File: src/rtl/wimax_pkg.sv
// Shared constants and index type for the 802.16e QPSK block deinterleaver.
package wimax_pkg;

  localparam int WIMAX_NCBPS = 192;
  localparam int WIMAX_D     = 16;
  localparam int WIMAX_ROWS  = WIMAX_NCBPS / WIMAX_D;

  typedef logic [$clog2(WIMAX_NCBPS)-1:0] bit_idx_t;

endpackage

File: src/rtl/wimax_deinterleaver_if.sv
// Bit-serial stream bundle: demodulator-side input and FEC-side output of the deinterleaver.
interface wimax_deinterleaver_if;

  // Both streams use valid/ready: a bit moves on a rising clock edge where
  // valid & ready are both high; the source holds its bit stable while valid & ~ready.
  logic in_bit;
  logic in_valid;
  logic in_ready;
  logic out_bit;
  logic out_valid;
  logic out_ready;
  logic out_last;

  modport slave (
    input  in_bit,
    input  in_valid,
    output in_ready,
    output out_bit,
    output out_valid,
    input  out_ready,
    output out_last
  );

  modport master (
    output in_bit,
    output in_valid,
    input  in_ready,
    input  out_bit,
    input  out_valid,
    output out_ready,
    input  out_last
  );

endinterface

File: src/rtl/wimax_deint_addr_gen.sv
// Write-address generator: walks k = D*(j mod ROWS) + floor(j/ROWS) with counters only.
module wimax_deint_addr_gen
  import wimax_pkg::*;
#(
  parameter int NCBPS = WIMAX_NCBPS,
  parameter int D     = WIMAX_D
) (
  input  logic                     clk,
  input  logic                     reset_N,
  input  logic                     step,
  output logic [$clog2(NCBPS)-1:0] k,
  output logic                     last
);

  localparam int ROWS = NCBPS / D;
  localparam int W    = $clog2(NCBPS);

  typedef logic [W-1:0] idx_t;

  localparam idx_t ROW_LAST = idx_t'(ROWS - 1);
  localparam idx_t COL_LAST = idx_t'(D - 1);
  localparam idx_t K_STEP   = idx_t'(D);
  localparam idx_t ONE      = idx_t'(1);

  idx_t row_q, row_d;
  idx_t col_q, col_d;
  idx_t kb_q, kb_d;
  logic row_end;

  always_comb begin
    row_end = (row_q == ROW_LAST);
    last    = row_end && (col_q == COL_LAST);
    k       = kb_q + col_q;
  end

  // row tracks j mod ROWS, col tracks floor(j/ROWS), kb_q tracks D*row.
  always_comb begin
    row_d = row_q;
    col_d = col_q;
    kb_d  = kb_q;
    if (step) begin
      if (last) begin
        row_d = '0;
        col_d = '0;
        kb_d  = '0;
      end else if (row_end) begin
        row_d = '0;
        kb_d  = '0;
        col_d = col_q + ONE;
      end else begin
        row_d = row_q + ONE;
        kb_d  = kb_q + K_STEP;
      end
    end
  end

  always_ff @(posedge clk or negedge reset_N) begin
    if (!reset_N) begin
      row_q <= '0;
      col_q <= '0;
      kb_q  <= '0;
    end else begin
      row_q <= row_d;
      col_q <= col_d;
      kb_q  <= kb_d;
    end
  end

endmodule

File: src/rtl/wimax_deinterleaver.sv
// Ping-pong block deinterleaver: one bank fills in permuted order while the other drains linearly.
module wimax_deinterleaver
  import wimax_pkg::*;
#(
  parameter int NCBPS = WIMAX_NCBPS,
  parameter int D     = WIMAX_D
) (
  input  logic                   clk,
  input  logic                   reset_N,
  wimax_deinterleaver_if.slave   bus
);

  localparam int W = $clog2(NCBPS);

  typedef logic [W-1:0] idx_t;

  localparam idx_t K_LAST = idx_t'(NCBPS - 1);
  localparam idx_t ONE    = idx_t'(1);

  logic             wr_sel_q, wr_sel_d;
  logic             rd_sel_q, rd_sel_d;
  logic [1:0]       full_q, full_d;
  idx_t             rd_k_q, rd_k_d;
  logic [NCBPS-1:0] mem_q [2];

  idx_t wr_k;
  logic wr_last;
  logic in_ready;
  logic out_valid;
  logic in_fire;
  logic out_fire;
  logic rd_last;

  wimax_deint_addr_gen #(
    .NCBPS (NCBPS),
    .D     (D)
  ) u_addr_gen (
    .clk     (clk),
    .reset_N (reset_N),
    .step    (in_fire),
    .k       (wr_k),
    .last    (wr_last)
  );

  always_comb begin
    in_ready  = ~full_q[wr_sel_q];
    out_valid = full_q[rd_sel_q];
    rd_last   = (rd_k_q == K_LAST);
    in_fire   = bus.in_valid & in_ready;
    out_fire  = out_valid & bus.out_ready;
  end

  // Writer only touches a non-full bank and reader only a full one, so the
  // two full-flag updates below can never collide on the same bank.
  always_comb begin
    full_d   = full_q;
    wr_sel_d = wr_sel_q;
    rd_sel_d = rd_sel_q;
    rd_k_d   = rd_k_q;
    if (in_fire && wr_last) begin
      full_d[wr_sel_q] = 1'b1;
      wr_sel_d         = ~wr_sel_q;
    end
    if (out_fire) begin
      if (rd_last) begin
        full_d[rd_sel_q] = 1'b0;
        rd_sel_d         = ~rd_sel_q;
        rd_k_d           = '0;
      end else begin
        rd_k_d = rd_k_q + ONE;
      end
    end
  end

  always_ff @(posedge clk or negedge reset_N) begin
    if (!reset_N) begin
      wr_sel_q <= 1'b0;
      rd_sel_q <= 1'b0;
      full_q   <= '0;
      rd_k_q   <= '0;
    end else begin
      wr_sel_q <= wr_sel_d;
      rd_sel_q <= rd_sel_d;
      full_q   <= full_d;
      rd_k_q   <= rd_k_d;
    end
  end

  // Storage needs no reset: nothing is read until its full flag is set.
  always_ff @(posedge clk) begin
    if (in_fire) begin
      mem_q[wr_sel_q][wr_k] <= bus.in_bit;
    end
  end

  assign bus.in_ready  = in_ready;
  assign bus.out_valid = out_valid;
  assign bus.out_bit   = out_valid & mem_q[rd_sel_q][rd_k_q];
  assign bus.out_last  = out_valid & rd_last;

endmodule

File: src/flat_wrapper.sv
// flat-port wrapper written by rule: the top's interface ports become plain ports
module wimax_deinterleaver_flat import wimax_pkg::*;
#(
  parameter int NCBPS = WIMAX_NCBPS,
  parameter int D     = WIMAX_D
)
  (clk, reset_N, bus_in_bit, bus_in_valid, bus_in_ready, bus_out_bit, bus_out_valid, bus_out_ready, bus_out_last);
  wimax_deinterleaver_if bus_i ();
  input  logic clk;
  input  logic reset_N;
  input wire logic [$bits(bus_i.in_bit)-1:0] bus_in_bit;
  input wire logic [$bits(bus_i.in_valid)-1:0] bus_in_valid;
  output wire logic [$bits(bus_i.in_ready)-1:0] bus_in_ready;
  output wire logic [$bits(bus_i.out_bit)-1:0] bus_out_bit;
  output wire logic [$bits(bus_i.out_valid)-1:0] bus_out_valid;
  input wire logic [$bits(bus_i.out_ready)-1:0] bus_out_ready;
  output wire logic [$bits(bus_i.out_last)-1:0] bus_out_last;
  assign bus_i.in_bit = bus_in_bit;
  assign bus_i.in_valid = bus_in_valid;
  assign bus_in_ready = bus_i.in_ready;
  assign bus_out_bit = bus_i.out_bit;
  assign bus_out_valid = bus_i.out_valid;
  assign bus_i.out_ready = bus_out_ready;
  assign bus_out_last = bus_i.out_last;
  wimax_deinterleaver #(.NCBPS(NCBPS), .D(D)) u_core (.clk(clk), .reset_N(reset_N), .bus(bus_i));
endmodule
File: config.mk
export PLATFORM = sky130hd
export DESIGN_NAME = wimax_deinterleaver_flat
export DESIGN_NICKNAME = d
export VERILOG_FILES = /design/src/rtl/wimax_pkg.sv /design/src/rtl/wimax_deinterleaver_if.sv /design/src/rtl/wimax_deint_addr_gen.sv /design/src/rtl/wimax_deinterleaver.sv /design/src/flat_wrapper.sv
export SDC_FILE = /design/constraint.sdc
export NUM_CORES = 1
export LEC_CHECK = 0
export CAP_MARGIN = 30
export CORE_AREA = 2 2 206 208
export DETAILED_ROUTE_END_ITERATION = 16
export DIE_AREA = 0 0 208 210
export GPL_ROUTABILITY_DRIVEN = 0
export PLACE_DENSITY = 0.69
export SYNTH_ARGS = -nofsm -noshare
export SYNTH_HDL_FRONTEND = slang
export SYNTH_SLANG_ARGS = --single-unit
File: constraint.sdc
create_clock -name clk -period 7.9 [get_ports clk]
set_clock_uncertainty 0.1 [all_clocks]
set_input_delay 0.79 -clock clk [delete_from_list [all_inputs] [get_ports clk]]
set_output_delay 0.79 -clock clk [all_outputs]
set_load 0.05 [all_outputs]
==> metrics.md <==
| Metric | Value |
|---|---|
| Initial DRT Pass Iterations | 5 |
| Mapped Cells | 1,322 |
| Max-cap check violation count | 0 |
| Clock sink count | 416 |
| Cell with the most instances after synthesis | nor2_1 |
| Unrepaired setup endpoints after global routing | no |
| Total power after layout | 4.92 mW |
| Post-CTS sizing | 0 |
| DRC | 0 |
| CP startpoint kind | flip-flop |
| Setup Fix Bufs, Post-CTS | 0 |
| Clk_lat worst skew | 0.54 ns |
| GR Util met1 | 26.4% |
| PD cells | 244 nW/um^2 |
| Grt ovf | 0 |
| Placed instance count | 1,795 |
| Least-Margin Pin Slew | 0.998 ns |
| Register area share after synthesis | 67.1% |
| Number of global-route vias before repair | 10,949 |
| Post-synth ARST share | 7.69% |
| CP Max Fanout | 41 |
| Antenna-violating nets left | 0 |
| Number of CTS-inserted buffers | 43 |
| Final hold vios | 0 |
| I/O pin cnt | 9 |
| # hold bufs at CTS | 0 |
| Peak supply drop | 143 uV |
| Setup ws final | 2.46 ns |
| EDFF count, synth | 384 |
| Syn nets | 1,338 |
| Largest net degree at the start of global routing | 125 |
| Detail Placement HPWL | 25,000 um |
| Nets | 1,317 |
| Reg clk slew, reported paths | 0.06 ns |
| Area contributors post-synth | edfxtp_1 (63%), mux4_2 (11%), nor2_1 (8.3%) |
| CP required | 7.01 ns |
| Final Slew Violations | 0 |
| # setup viols final | 0 |
| GR Util met3 | 3.22% |
| Synth Warn # | 0 |
| Status | finished clean |
| Core Area | 41,500 um^2 |
| Peak Freq | 0.184 GHz |
| DR WL/cell | 22.9 um |
| CTS tree | yes |
| Synth top area share | 62.8% |
| Lkg Pwr | 6.01 nW |
| Max-slew headroom | 33.3% |
| Initial antenna violation count | 0 |
| Number of synthesized register bits | 416 |
| GR Layer Usage met2 | 33.6% |
| Arrival time at the worst endpoint | 4.55 ns |
| Total Neg Setup Slack | 0 ns |
| Critical path type | flip-flop to output port |
| Busiest grt layer | met2 |
| Cell area after synthesis | 18,400 um^2 |
| First DRT Iteration DRCs | 1,206 |
| Fraction of layout cells with a size suffix above 1 | 14.3% |
| Count of cell types in the netlist | 51 |
| CTS H-Tree Depth | 2 |
| Die height | 210 um |
| Routed vias/inst | 5.90 |
| First-pass GRT wire length | 65,700 um |
| Total GRT Usage | 19.8% |
| Via count | 11,039 |
| Clk root buf | clkbuf_16 |
| Synth Flop Type | edfxtp_1 |
| Initial Util | 44.3% |
| Row count | 75 |
| Fin crit share | 68.8% |
| Area growth syn-to-layout | 9.92% |
| CTS Buffer Depth | 3 |
| Port Buf Inserts | 8 |
| Place WS | 2.98 ns |
| Non-Filler Instances | 1,872 |
| Tightest Hold Check Type | flip-flop to flip-flop |
| N_diodes | 0 |
| Die outline area | 43,700 um^2 |
| Avg Inst Size Synth | 13.9 um^2 |
| Final worst path period need | 5.44 ns |
| DIE WIDTH | 208 um |
| CP endpoint kind | output port |
| Routed Wire Length | 42,900 um |
| Cell accounting for the most synthesized area | edfxtp_1 |
| Most frequent cells after synthesis | nor2_1 (408), edfxtp_1 (384), mux4_2 (88) |
## through the flow
stage                     utilization [%]  cell area (um^2)  hold WS [ns]
after CTS                            48.7             20200         0.388
after detailed placement             45.5             18900         0.376
after floorplan                         -             18400         0.355
after global routing                 48.7             20200         0.405
final                                48.7             20200         0.389
after global placement               45.4             18800         0.375
## cell families after synthesis
kind of cell / after synthesis / share of synthesized area, %
AND/OR/NAND/NOR: 561 / 12.5
XOR/XNOR: 16 / 0.763
flip-flops: 416 / 67.1
adder cells (fa/ha/maj): 11 / 0.749
buffers and inverters: 107 / 2.87
AO/OA/AOI/OAI: 91 / 3.46
multiplexers: 120 / 12.6
## cells in the final DEF (no fill, tap or decap), drive strengths merged, types with 8 or more instances in the layout
cell,count
nand2,64
mux2i,27
nor2,409
nor2b,10
nand3,30
clkinv,18
ha,11
dfrtp,32
mux4,88
edfxtp,384
a22oi,15
a21oi,15
o21ai,15
inv,8
nand4,9
xnor2,10
clkbuf,54
buf,26
nor3,11
## area by class of cell
cell class | instances | area [um^2]
fillers | 3569 | 21300
inverters | 7 | 26.3
clock buffers | 53 | 1140
repair buffers | 34 | 299
clock inverters | 24 | 181
well taps | 539 | 674
flip-flops and latches | 416 | 12300
multi-input cells | 799 | 5530
## final timing paths
| kind | from | end | slack [ns] | cells after the start |
|---|---|---|---|---|
| worst max register to register | u_core.wr_sel_q$_DFFE_PN0N_ | u_core.mem_q[0][46]$_DFFE_PP_ | 4.30 | 5 |
| worst min-delay path | u_core.u_addr_gen.row_q[6]$_DFFE_PN0P_ | u_core.u_addr_gen.row_q[6]$_DFFE_PN0P_ | 0.39 | 1 |
| min in group asynchronous | reset_N | u_core.u_addr_gen.row_q[5]$_DFFE_PN0P_ | 0.57 | 2 |
| worst min register to register | u_core.u_addr_gen.row_q[6]$_DFFE_PN0P_ | u_core.u_addr_gen.row_q[6]$_DFFE_PN0P_ | 0.39 | 1 |
| max in group asynchronous | reset_N | u_core.rd_k_q[0]$_DFFE_PN0P_ | 6.77 | 2 |
| worst max-delay path | u_core.rd_sel_q$_DFFE_PN0P_ | bus_out_bit | 2.46 | 7 |
## power breakdown
part	internal, mW	switching (mW)
registers	2.45	0.0445
logic	0.108	0.388
clock network	1.10	0.832
## critical path, cell delays in order (launching register included)
cell and delay (ns):
dfrtp_4 0.58, buf_4 0.70, mux4_2 0.59, mux4_2 0.49
a311oi_1 0.49, a211o_1 0.24, o211ai_1 0.15, clkdlybuf4s50_1 0.75
## routing by layer
| metal | vias to the layer above | part of all wire [%] |
|---|---|---|
| li1 | 4819 | - |
| met1 | 5670 | 39 |
| met5 | - | 0 |
| met2 | 466 | 49 |
| met4 | 0 | 3.0 |
| met3 | 84 | 8.3 |
## flip-flops by register name (all words and copies together) (netlist names)
signal                   flops
u_core.u_addr_gen.row_q      8
u_core.u_addr_gen.col_q      8
u_core.rd_sel_q              1
u_core.u_addr_gen.kb_q       4
u_core.full_q                2
u_core.mem_q               384
u_core.rd_k_q                8
u_core.wr_sel_q              1
(Power assumes the default switching activity.)
